$ cat src/rtl/burst_rd_dma.sv
// burst_rd_dma
//   Avalon-MM burst read master. It copies one packet out of a circular
//   capture buffer in host memory into the downstream packet FIFO. Bursts
//   are split at the ring end and at MAX_BURST. Only one burst is in flight
//   at a time. The final beat of the packet is tagged with fifo_last.
//
// Ports
//   clk, reset            clock; synchronous active-low reset
//   start                 one-cycle request, honoured only when idle
//   ring_base, ring_end   ring window [base, end), BYTES-aligned
//   pkt_begin, pkt_end    packet [begin, end); end < begin means it wraps
//   busy, done, err       status: transfer active / completion / bad request
//   fifo_data, fifo_wr    registered copy of the read data and its valid strobe
//   fifo_last             final beat marker, coincident with fifo_wr
//   fifo_almost_full      holds off new bursts (never an accepted one)
//   avm_*                 Avalon-MM burst read master port
module burst_rd_dma #(
  parameter int ADDR_W    = 32,
  parameter int DATA_W    = 32,
  parameter int MAX_BURST = 16,
  parameter int BC_W      = $clog2(MAX_BURST) + 1
) (
  input  logic              clk,
  input  logic              reset,
  input  logic              start,
  input  logic [ADDR_W-1:0] ring_base,
  input  logic [ADDR_W-1:0] ring_end,
  input  logic [ADDR_W-1:0] pkt_begin,
  input  logic [ADDR_W-1:0] pkt_end,
  output logic              busy,
  output logic              done,
  output logic              err,
  output logic [DATA_W-1:0] fifo_data,
  output logic              fifo_wr,
  output logic              fifo_last,
  input  logic              fifo_almost_full,
  output logic [ADDR_W-1:0] avm_address,
  output logic              avm_read,
  output logic [BC_W-1:0]   avm_burstcount,
  input  logic [DATA_W-1:0] avm_readdata,
  input  logic              avm_readdatavalid,
  input  logic              avm_waitrequest
);

  localparam int BYTES = DATA_W / 8;
  localparam int SH    = $clog2(BYTES);

  typedef enum logic [2:0] {IDLE, CALC, ISSUE, DATA, DONE} state_t;

  state_t            state_q, state_d;
  logic [ADDR_W-1:0] ring_base_q, ring_base_d;
  logic [ADDR_W-1:0] ring_end_q, ring_end_d;
  logic [ADDR_W-1:0] pkt_begin_q, pkt_begin_d;
  logic [ADDR_W-1:0] pkt_end_q, pkt_end_d;
  logic [ADDR_W-1:0] addr_q, addr_d;
  logic [ADDR_W-1:0] words_q, words_d;
  logic [BC_W-1:0]   beats_q, beats_d;
  logic [ADDR_W-1:0] avm_address_q, avm_address_d;
  logic [BC_W-1:0]   avm_burstcount_q, avm_burstcount_d;
  logic              avm_read_q, avm_read_d;
  logic              busy_q, busy_d;
  logic              done_q, done_d;
  logic              err_q, err_d;
  logic [DATA_W-1:0] fifo_data_q, fifo_data_d;
  logic              fifo_wr_q, fifo_wr_d;
  logic              fifo_last_q, fifo_last_d;

  logic              valid_c;
  logic [ADDR_W-1:0] len_c;
  logic [ADDR_W:0]   len_round_c;
  logic [ADDR_W-1:0] words_c;
  logic [ADDR_W-1:0] start_addr_c;
  logic [ADDR_W-1:0] next_addr_c;

  // Burst length: limited by MAX_BURST, the words still owed, and the room
  // left before ring_end so that no burst ever straddles the wrap point.
  function automatic logic [BC_W-1:0] calc_burst(input logic [ADDR_W-1:0] addr,
                                                 input logic [ADDR_W-1:0] words,
                                                 input logic [ADDR_W-1:0] rend);
    logic [ADDR_W-1:0] room;
    logic [ADDR_W-1:0] n;
    room = (rend - addr) >> SH;
    n    = ADDR_W'(MAX_BURST);
    if (words < n) n = words;
    if (room < n) n = room;
    return n[BC_W-1:0];
  endfunction

  // Request decode from the captured pointers. A packet that begins exactly
  // at ring_end really starts at ring_base, so the start address is folded.
  always_comb begin
    valid_c = (pkt_begin_q[SH-1:0] == '0) &&
              (pkt_begin_q >= ring_base_q) && (pkt_begin_q <= ring_end_q) &&
              (pkt_end_q >= ring_base_q) && (pkt_end_q <= ring_end_q);
    if (pkt_end_q >= pkt_begin_q) begin
      len_c = pkt_end_q - pkt_begin_q;
    end else begin
      len_c = (ring_end_q - pkt_begin_q) + (pkt_end_q - ring_base_q);
    end
    len_round_c  = {1'b0, len_c} + (ADDR_W+1)'(BYTES - 1);
    words_c      = ADDR_W'(len_round_c >> SH);
    start_addr_c = (pkt_begin_q == ring_end_q) ? ring_base_q : pkt_begin_q;
    next_addr_c  = addr_q + (ADDR_W'(avm_burstcount_q) << SH);
    if (next_addr_c == ring_end_q) next_addr_c = ring_base_q;
  end

  // Next-state and output logic. The CALC step can raise avm_read directly
  // so the first request appears two cycles after start.
  always_comb begin
    state_d          = state_q;
    ring_base_d      = ring_base_q;
    ring_end_d       = ring_end_q;
    pkt_begin_d      = pkt_begin_q;
    pkt_end_d        = pkt_end_q;
    addr_d           = addr_q;
    words_d          = words_q;
    beats_d          = beats_q;
    avm_address_d    = avm_address_q;
    avm_burstcount_d = avm_burstcount_q;
    avm_read_d       = avm_read_q;
    busy_d           = busy_q;
    done_d           = 1'b0;
    err_d            = 1'b0;
    fifo_data_d      = avm_readdata;
    fifo_wr_d        = 1'b0;
    fifo_last_d      = 1'b0;
    case (state_q)
      IDLE: begin
        if (start) begin
          ring_base_d = ring_base;
          ring_end_d  = ring_end;
          pkt_begin_d = pkt_begin;
          pkt_end_d   = pkt_end;
          busy_d      = 1'b1;
          state_d     = CALC;
        end
      end
      CALC: begin
        if (!valid_c) begin
          err_d   = 1'b1;
          busy_d  = 1'b0;
          state_d = IDLE;
        end else if (len_c == '0) begin
          done_d  = 1'b1;
          busy_d  = 1'b0;
          state_d = IDLE;
        end else begin
          addr_d  = start_addr_c;
          words_d = words_c;
          state_d = ISSUE;
          if (!fifo_almost_full) begin
            avm_read_d       = 1'b1;
            avm_address_d    = start_addr_c;
            avm_burstcount_d = calc_burst(start_addr_c, words_c, ring_end_q);
          end
        end
      end
      ISSUE: begin
        // A posted request is held untouched until the slave takes it,
        // even if the FIFO fills up meanwhile.
        if (avm_read_q) begin
          if (!avm_waitrequest) begin
            avm_read_d = 1'b0;
            beats_d    = avm_burstcount_q;
            words_d    = words_q - ADDR_W'(avm_burstcount_q);
            addr_d     = next_addr_c;
            state_d    = DATA;
          end
        end else if (!fifo_almost_full) begin
          avm_read_d       = 1'b1;
          avm_address_d    = addr_q;
          avm_burstcount_d = calc_burst(addr_q, words_q, ring_end_q);
        end
      end
      DATA: begin
        if (avm_readdatavalid) begin
          fifo_wr_d = 1'b1;
          beats_d   = beats_q - BC_W'(1);
          if (beats_q == BC_W'(1)) begin
            if (words_q == '0) begin
              fifo_last_d = 1'b1;
              state_d     = DONE;
            end else begin
              state_d = ISSUE;
            end
          end
        end
      end
      DONE: begin
        done_d  = 1'b1;
        busy_d  = 1'b0;
        state_d = IDLE;
      end
      default: state_d = IDLE;
    endcase
  end

  always_ff @(posedge clk) begin
    if (!reset) begin
      state_q          <= IDLE;
      ring_base_q      <= '0;
      ring_end_q       <= '0;
      pkt_begin_q      <= '0;
      pkt_end_q        <= '0;
      addr_q           <= '0;
      words_q          <= '0;
      beats_q          <= '0;
      avm_address_q    <= '0;
      avm_burstcount_q <= '0;
      avm_read_q       <= 1'b0;
      busy_q           <= 1'b0;
      done_q           <= 1'b0;
      err_q            <= 1'b0;
      fifo_data_q      <= '0;
      fifo_wr_q        <= 1'b0;
      fifo_last_q      <= 1'b0;
    end else begin
      state_q          <= state_d;
      ring_base_q      <= ring_base_d;
      ring_end_q       <= ring_end_d;
      pkt_begin_q      <= pkt_begin_d;
      pkt_end_q        <= pkt_end_d;
      addr_q           <= addr_d;
      words_q          <= words_d;
      beats_q          <= beats_d;
      avm_address_q    <= avm_address_d;
      avm_burstcount_q <= avm_burstcount_d;
      avm_read_q       <= avm_read_d;
      busy_q           <= busy_d;
      done_q           <= done_d;
      err_q            <= err_d;
      fifo_data_q      <= fifo_data_d;
      fifo_wr_q        <= fifo_wr_d;
      fifo_last_q      <= fifo_last_d;
    end
  end

  assign busy           = busy_q;
  assign done           = done_q;
  assign err            = err_q;
  assign fifo_data      = fifo_data_q;
  assign fifo_wr        = fifo_wr_q;
  assign fifo_last      = fifo_last_q;
  assign avm_address    = avm_address_q;
  assign avm_read       = avm_read_q;
  assign avm_burstcount = avm_burstcount_q;

endmodule

$ cat config.mk
export PLATFORM = sky130hd
export DESIGN_NAME = burst_rd_dma
export DESIGN_NICKNAME = d
export VERILOG_FILES = /design/src/rtl/burst_rd_dma.sv
export SDC_FILE = /design/constraint.sdc
export NUM_CORES = 1
export LEC_CHECK = 0
export BUFFER_PORTS_ARGS = -buffer_cell sky130_fd_sc_hd__buf_2
export CORE_AREA = 4 4 218 220
export CTS_BUF_LIST = sky130_fd_sc_hd__clkbuf_2
export DETAILED_ROUTE_END_ITERATION = 7
export DIE_AREA = 0 0 222 224
export PLACE_DENSITY = 0.87
export SYNTH_ARGS = -nofsm -noshare
export SYNTH_HDL_FRONTEND = slang
export SYNTH_SLANG_ARGS = --single-unit
export TNS_END_PERCENT = 20
$ cat constraint.sdc
create_clock -name clk -period 12.25 [get_ports clk]
set_input_delay 1.225 -clock clk [delete_from_list [all_inputs] [get_ports clk]]
set_output_delay 1.225 -clock clk [all_outputs]
set_load 0.02 [all_outputs]
After elaboration in Yosys (flattened, before gate mapping)
Cells that the tools add are included.
{ "word_totals": {"ff_bits": 275, "in_bits": 166, "output_inout_bits": 75, "elab_cells": 141} }
{ "op_classes": {"n_addsub": 10, "n_lt_le_gt_ge": 9, "eq_ne": 18, "mux": 66, "reduce_logical": 21} }
{ "op_table": {"columns": ["op", "n"], "rows": [
  ["$mux 32", 24],
  ["$pmux 32 s2", 3],
  ["$sub 32x32->32", 5],
  ["$ge 32x32->1", 3],
  ["$eq 32x32->1", 2],
  ["$le 32x32->1", 2],
  ["$logic_not 32->1", 2],
  ["$lt 30x32->1", 2],
  ["$mux 5", 10],
  ["$add 32x2->33 const B", 1],
  ["$add 32x32->32", 1],
  ["$add 32x7->32", 1],
  ["$lt 32x5->1 const B", 1],
  ["$sub 32x5->32", 1],
  ["$lt 31x5->1 const B", 1],
  ["$mux 31", 1],
  ["$ne 2x2->1 const B", 10],
  ["$pmux 5 s2", 2],
  ["$mux 3", 6],
  ["$mux 1", 14],
  ["$pmux 3 s4", 1],
  ["$reduce_and 4->1", 3],
  ["$reduce_and 5->1", 2],
  ["$eq 3x2->1 const B", 2],
  ["other kinds (16)", 24]
]} }

Longest topological paths before layout
Gate-level depths: netlist (run 1).
{ "logic_depth": {"depth_word": 16, "depth_mapped": 33, "depth_no_buf": 32} }

Worst setup path before layout (run 1)
OpenSTA, ideal clock, no wires.
{ "synth_timing": {"path_kind": "reg2reg", "from": "register ring_base_q[0]", "to": "register avm_burstcount_q[0] (netlist: avm_burstcount[0])", "setup_time_ns": 0.086, "t_arrival_ns": 7.225, "required_ns": 12.164, "slack_ns": 4.939, "stages_incl_launch_ff": 33, "path_buffers": 0, "period_less_slack_ns": 7.311, "cell_sequence": "dfxtp_1 > inv_1 > fa_1 > inv_1 > fa_1 > inv_1 > ha_1 > inv_1 > fa_1 > nor2b_1 > or2_2 > nor3_2 > nand3_1 > and4bb_2 > nor4b_4 > nor3b_1 > o2111ai_1 > nor4b_2 > or4b_4 > a2111oi_4 > and2_1 > nand2_1 > ha_1 > nand3_1 > nor2_1 > a221oi_1 > o21ai_0 > nor2_1 > a21oi_1 > nor2b_1 > nand2_1 > and4_1 > a211oi_1"} }
{ "synth_between": {"elab_chain_cells": 16, "word_cells_on_any_way": 28, "classes_between": "4 x add/sub; 4 x order compare; 2 x eq/ne; 12 x mux; 6 x reduce/logical"} }
{ "synth_lines": {"columns": ["element", "line", "rtl"], "rows": [
  ["start: declaration", "51", "logic [ADDR_W-1:0] ring_base_q, ring_base_d;"],
  ["start signal: assignment", "219", "ring_base_q <= ring_base_d;"],
  ["$sub 32x32->32", "98", "len_c = (ring_end_q - pkt_begin_q) + (pkt_end_q - ring_base_q);"],
  ["$add 32x32->32", "98", null],
  ["$mux 32", "95", "if (pkt_end_q >= pkt_begin_q) begin"],
  ["$add 32x2->33", "100", "len_round_c = {1'b0, len_c} + (ADDR_W+1)'(BYTES - 1);"],
  ["$lt 31x5->1", "84", "if (words < n) n = words;"],
  ["$mux 31", "84", null],
  ["$mux 32", "151", "if (!fifo_almost_full) begin"],
  ["$mux 32", "143", "end else if (len_c == '0) begin"],
  ["$mux 32", "139", "if (!valid_c) begin"],
  ["$mux 32", "127", "case (state_q)"],
  ["$lt 30x32->1", "85", "if (room < n) n = room;"],
  ["$mux 5", "85", null],
  ["$mux 5", "151", null],
  ["$mux 5", "143", null],
  ["$mux 5", "139", null],
  ["$pmux 5 s2", "127", null],
  ["end signal: assignment", "227", "avm_burstcount_q <= avm_burstcount_d;"],
  ["end: declaration", "59", "logic [BC_W-1:0] avm_burstcount_q, avm_burstcount_d;"]
]} }
Several ways; a longest one is shown, not always the timed one. The select of a mux whose other input is x is not followed.
A chain may end at the register's enable or synchronous reset.

Final worst setup path (run 1)
{ "layout_timing": {"from": "register ring_end_q[25]", "to": "register avm_burstcount_q[4] (netlist: avm_burstcount[4])"} }
{ "layout_between": {"elab_chain_cells": 16, "word_cells_on_any_way": 33, "classes_between": "5 x add/sub; 5 x order compare; 3 x eq/ne; 15 x mux; 5 x reduce/logical"} }
{ "layout_lines": {"columns": ["element", "line", "rtl"], "rows": [
  ["start: declaration", "52", "logic [ADDR_W-1:0] ring_end_q, ring_end_d;"],
  ["start signal: assignment", "220", "ring_end_q <= ring_end_d;"],
  ["$sub 32x32->32", "98", null],
  ["$add 32x32->32", "98", null],
  ["$mux 32", "95", null],
  ["$add 32x2->33", "100", null],
  ["$lt 31x5->1", "84", null],
  ["$mux 31", "84", null],
  ["$mux 32", "151", null],
  ["$mux 32", "143", null],
  ["$mux 32", "139", null],
  ["$mux 32", "127", null],
  ["$lt 30x32->1", "85", null],
  ["$mux 5", "85", null],
  ["$mux 5", "151", null],
  ["$mux 5", "143", null],
  ["$mux 5", "139", null],
  ["$pmux 5 s2", "127", null]
]} }
Several ways; a longest one is shown, not always the timed one. The select of a mux whose other input is x is not followed.

==> impl_metrics.json, run 1 <==
{
  "r2r_slack_ns": 3.80,
  "placementRows": 78,
  "setup_violations": 0,
  "track_usage_pct": 34.8,
  "hold_start": "avm_readdata[31]",
  "pin_count": 241,
  "period_needed_ns": 8.45,
  "max_cap_viol_count": 0,
  "fp.coreArea_um2": 45300,
  "ys_warn_count": 0,
  "vias": 27700,
  "synth-edff-count": 0,
  "drive_gt1_share_pct": 11.3,
  "finClkSkew_ns": 0.132,
  "status": "finished, final reports clean",
  "synth.distinct_cells": 108,
  "start_kind": "register",
  "post_cts_buffers": 0,
  "viasPerCell": 6.21,
  "cts_buffers": 74,
  "wl_per_cell_um": 20.3,
  "place_congestion": 1.06,
  "start_util_pct": 60.7,
  "synthCells": 3596,
  "cp_slowest_cell": "dfxtp_1",
  "grt_start_max_net_pins": 94,
  "min_path_cells": 2,
  "drt_wl_total_um": 90800,
  "clockBufferDepth": 3,
  "first_pass_iters": 7,
  "crit_top_cell": "a21oi_1",
  "die_height_um": 224,
  "cts.sinks": 275,
  "cts-root-buf": "clkbuf_2",
  "reg2reg_depth": 30,
  "hpwl_um": 71800,
  "syn-mean-instance-area_um2": 7.64,
  "ctsHoldBuffers": 0,
  "required_ns": 13.12,
  "path_max_fanout": 63,
  "clkLatencyLatePin_ns": 1.10,
  "fin_nets": 4396,
  "clk_pin_slew_worst_paths_ns": 0.10,
  "antenna_found_initial": 3,
  "worst_slew_pin_slew_ns": 1.26,
  "hp-class": "in2reg",
  "finalCritPeriodShare_pct": 69.0,
  "synthFlopType": "dfxtp_1",
  "overflow": 0,
  "numPortBuffers": 240,
  "reg2reg_to": "avm_burstcount[4]$_SDFFE_PN0P_",
  "crit_arrival_ns": 9.32,
  "min_to": "fifo_data[31]$_SDFF_PN0_",
  "synth-seq-cells": 275,
  "critical-path-max-stage-delay_ns": 0.59,
  "setup_tns_ns": 0,
  "r2r_start": "ring_end_q[25]$_SDFFE_PN0P_",
  "async_reset_ff_share_pct": 0,
  "htree_levels": 3,
  "ys_seq_area_share_pct": 20.0,
  "drt_iter0_markers": 3059,
  "syn_area_um2": 27500,
  "drv_slew": 0,
  "first_global_vias": 26300,
  "cts_tree": "built",
  "drc": 0,
  "cts_resized": 0,
  "ant_nets": 0,
  "cp-startpoint": "ring_end_q[25]$_SDFFE_PN0P_",
  "hold_viol": 0,
  "areaGrowthSynthToFinish_pct": 8.48,
  "worstSetupEndpointType": "register",
  "finalCoreUtilization_pct": 65.8,
  "die-area_um2": 49700,
  "die_w_um": 222,
  "rsz0062_at_grt": "no",
  "grt_pass1_wl_um": 141000,
  "fmaxAchievable_mhz": 118,
  "relSlewSlack_pct": 15.0,
  "critPathKind": "reg2reg"
}
[per-layer routing]
metal / vias up / wire [µm] / GRT usage [%] / part of all wire, %
li1: 13100 / - / - / -
met3: 315 / 8640 / 7.67 / 9.5
met5: - / 11 / 0 / 0.012
met2: 1425 / 41200 / 56.8 / 45
met1: 12900 / 35600 / 43.7 / 39
met4: 2 / 5330 / 17.6 / 5.9
[cell usage in the layout, fill, tap and decap left out, drive strengths merged, types with 25 or more instances in the layout]
cell type,count
mux2i,42
xnor2,104
a31oi,33
dfxtp,275
o21ai,172
a21oi,414
conb,50
a211oi,31
buf,260
nor2,282
nand2,440
nor2b,38
ha,353
nand2b,27
o21a,51
or3,25
and2,49
xor2,55
nor4,32
inv,266
fa,65
clkbuf,102
a21o,121
nor3,93
nand3,67
o211ai,45
nand4,63
[synthesized netlist by cell type, types with 9 or more instances]
cell        n  area [µm²]
or3_1      25         156
and2_1     48         300
o211ai_1   43         323
nor2_1    282        1060
ha_1      353        4420
buf_2      30         150
and4_1     16         140
nor4_1     31         194
nand4_1    63         394
a21oi_1   410        2050
mux2i_1    41         410
clkbuf_1  131         492
nor3_1     92         460
nand2b_1   27         169
a211o_1     9        78.8
nand3_1    67         335
xor2_1     55         482
nand2_1   440        1650
nor2b_1    38         238
a21o_1    121         908
dfxtp_1   275        5510
a31oi_1    33         206
o21ai_0   167         836
xnor2_1   104         911
o21a_1     51         383
xnor3_1    17         383
a211oi_1   30         225
fa_1       65        1300
or2_2      13        81.3
and3_1     19         119
or4_1       9        67.6
a21boi_0   13        97.6
inv_1     264         991
o21bai_1   17         128
o31ai_1    14         105
[critical path, delay by kind of cell (launching register included)]
family	cells	cell delay (ns)
AND/OR/NAND/NOR	8	1.54
buffers and inverters	3	0.75
adder cells (fa/ha/maj)	3	1.06
XOR/XNOR	1	0.12
AO/OA/AOI/OAI	15	4.18
flip-flops	1	0.59
[through the flow]
| stage | instance area, µm² | hold slack (ns) | setup WS [ns] | cells |
|---|---|---|---|---|
| 2_1_floorplan | 27700 | 0.436 | 4.94 | 3645 |
| 3_3_place_gp | 29100 | 0.448 | 4.16 | 4336 |
| 3_5_place_dp | 29100 | 0.448 | 4.11 | 4336 |
| 4_1_cts | 29800 | 0.233 | 3.92 | 4460 |
| 5_1_grt | 29800 | 0.291 | 3.28 | 4462 |
| 6_report | 29800 | 0.349 | 3.80 | 4462 |
[cell families (layout without fill, tap and decap cells)]
kind of cell,Yosys count,after routing,share of synthesized area [%]
other cells,1,52,0.0136
mux,47,47,1.75
compound gates,1030,1030,23.7
xor+xnor,176,176,6.46
simple gates,1214,1214,21.1
flops,275,275,20.0
fa+ha+maj,418,418,20.8
buf+inv,435,650,6.17
[worst max path at each step]
stage                                     end
6_report       avm_burstcount[4]$_SDFFE_PN0P_
5_1_grt        avm_burstcount[0]$_SDFFE_PN0P_
4_1_cts        avm_burstcount[0]$_SDFFE_PN0P_
3_5_place_dp   avm_burstcount[0]$_SDFFE_PN0P_
3_3_place_gp   avm_burstcount[0]$_SDFFE_PN0P_
2_1_floorplan  avm_burstcount[0]$_SDFFE_PN0P_
[registers in the layout (all words and copies together) (netlist names), 3 cells and up]
name	count
beats_q	5
pkt_end_q	32
ring_base_q	32
avm_address	32
fifo_data	32
avm_burstcount	5
state_q	3
pkt_begin_q	32
words_q	32
ring_end_q	32
addr_q	32
[final cells by class]
class	instances	area, µm²
antenna	2	5.00
clock buffer	102	510
clock inverter	22	169
fill	3984	15500
inverter	266	1000
multi-input combinational	2935	20500
sequential	275	5510
tap	600	751
timing repair buffer	260	1350
Power of run 1 is left out: the tool's default activity adds up to more than one toggle a clock period on the data nets, which glitch-free logic cannot reach.
==> run 2: changes to the inputs <==
- CORE_AREA: 4 4 218 220 -> 4 4 225 227
- DIE_AREA: 0 0 222 224 -> 0 0 229 231
- PLACE_DENSITY: 0.87 -> 0.85
- clock period: 12.25 -> 7.4 ns (I/O delays scaled with it)
==> impl_metrics.json, run 2 (synthesized netlist as in run 1, its figures left out) <==
{
  "drt_iter0_markers": 3285,
  "cp_slowest_cell": "or4b_4",
  "pin_count": 241,
  "min_path_cells": 3,
  "vias": 29800,
  "min_to": "ring_end_q[16]$_SDFFE_PN0P_",
  "numPortBuffers": 240,
  "antenna_found_initial": 8,
  "worst_slew_pin_slew_ns": 1.21,
  "place_congestion": 1.01,
  "period_needed_ns": 7.24,
  "status": "finished, final reports clean",
  "grt_pass1_wl_um": 159000,
  "clkLatencyLatePin_ns": 1.13,
  "setup_tns_ns": 0,
  "hpwl_um": 76000,
  "mostFrequentLayoutCells": "nand2_1, a21oi_1, ha_1",
  "htree_levels": 3,
  "clk_pin_slew_worst_paths_ns": 0.10,
  "critPathKind": "reg2reg",
  "reg2reg_to": "avm_burstcount[4]$_SDFFE_PN0P_",
  "start_kind": "register",
  "relSlewSlack_pct": 19.2,
  "grt_start_max_net_pins": 136,
  "reg2reg_depth": 33,
  "hold_viol": 0,
  "placed_cells": 4563,
  "required_ns": 8.36,
  "cts_buffers": 76,
  "cts-root-buf": "clkbuf_2",
  "hold_start": "ring_end[16]",
  "die_w_um": 229,
  "viasPerCell": 6.11,
  "clockBufferDepth": 3,
  "drv_slew": 0,
  "first_pass_iters": 6,
  "max_cap_viol_count": 0,
  "overflow": 0,
  "drc": 0,
  "die-area_um2": 52900,
  "drive_gt1_share_pct": 16.4,
  "r2r_start": "pkt_begin_q[0]$_SDFFE_PN0P_",
  "finalCritPeriodShare_pct": 97.9,
  "track_usage_pct": 37.6,
  "critical-path-max-stage-delay_ns": 0.58,
  "placementRows": 81,
  "setup_violations": 0,
  "crit_arrival_ns": 8.21,
  "drt_wl_total_um": 104000,
  "whs_ns": 0.148,
  "cts.sinks": 275,
  "start_util_pct": 56.5,
  "fin_nets": 4781,
  "fin_cells": 4873,
  "areaGrowthSynthToFinish_pct": 21.5,
  "finClkSkew_ns": 0.0943,
  "first_global_vias": 29000,
  "cts_tree": "built",
  "wl_per_cell_um": 21.3,
  "path_max_fanout": 5,
  "fp.coreArea_um2": 48600,
  "rsz0062_at_grt": "yes",
  "r2r_slack_ns": 0.16,
  "finalCoreUtilization_pct": 68.6,
  "fmaxAchievable_mhz": 138,
  "ant_nets": 0,
  "die_height_um": 231,
  "hp-class": "in2reg",
  "worstSetupEndpointType": "register",
  "layout_commonest_cell": "nand2_1"
}
## run 2: changes by cell type in the layout (fill, tap and decap cells not counted), sizes merged, moves of 2 or more
cell	previous run	this run
buf	260	482
bufinv	3	1
clkbuf	102	100
clkinv	19	24
diode	2	5
dlygate4sd3	0	161
## run 2: how the worst max path moves through the flow
stage | start | slack [ns] | end | cells past startpoint
after global placement | ring_base_q[0]$_SDFFE_PN0P_ | 0.07 | avm_burstcount[0]$_SDFFE_PN0P_ | 32
after floorplan | ring_base_q[0]$_SDFFE_PN0P_ | 0.09 | avm_burstcount[0]$_SDFFE_PN0P_ | 32
after detailed placement | ring_base_q[0]$_SDFFE_PN0P_ | -0.1 | avm_burstcount[0]$_SDFFE_PN0P_ | 32
after CTS | ring_base_q[0]$_SDFFE_PN0P_ | 0.01 | avm_burstcount[4]$_SDFFE_PN0P_ | 34
final | pkt_begin_q[0]$_SDFFE_PN0P_ | 0.16 | avm_burstcount[4]$_SDFFE_PN0P_ | 33
after global routing | pkt_begin_q[0]$_SDFFE_PN0P_ | -0.15 | avm_burstcount[4]$_SDFFE_PN0P_ | 36
## run 2: layout make-up
class,count,area [µm²]
multi-input cells,2935,20800
fillers,3861,15300
flip-flops and latches,275,5510
repair buffers,643,4680
inverters,266,1000
well taps,622,778
clock buffers,100,500
clock inverters,27,134
diodes,5,12.5
## run 2: metal layers
layer  share of wire, %  track usage [%]
met3                8.6             8.05
met1                 38             44.9
met2                 45             61.5
met5              0.029                0
met4                7.8             24.0
## run 2: per-stage QoR
stage	worst slack [ns]	instance area [µm²]
after floorplan	0.0891	27700
after global routing	-0.155	33400
after CTS	0.00975	33100
final	0.157	33400
after global placement	0.0743	30700
after detailed placement	-0.0984	30700
## run 2: worst max-delay path: cells and delay by family (launching register included)
kind	cells	cell delay (ns)
DFF	1	0.36
buffers and inverters	5	0.37
and+or+nand+nor	11	2.39
adders and majority gates	5	1.87
AOI/OAI and AO/OA	12	2.08
## run 2: repair_timing
| action | 4_1_cts | 5_1_grt |
|---|---|---|
| hold endpoints to repair | 161 | 0 |
| gates resized for setup | 7 | 50 |
| setup endpoints to repair | 5 | 5 |
| setup buffers | 5 | 12 |
| hold buffers | 161 | 0 |
| pin swaps | 4 | 36 |
Power of run 2 is left out for the same reason.
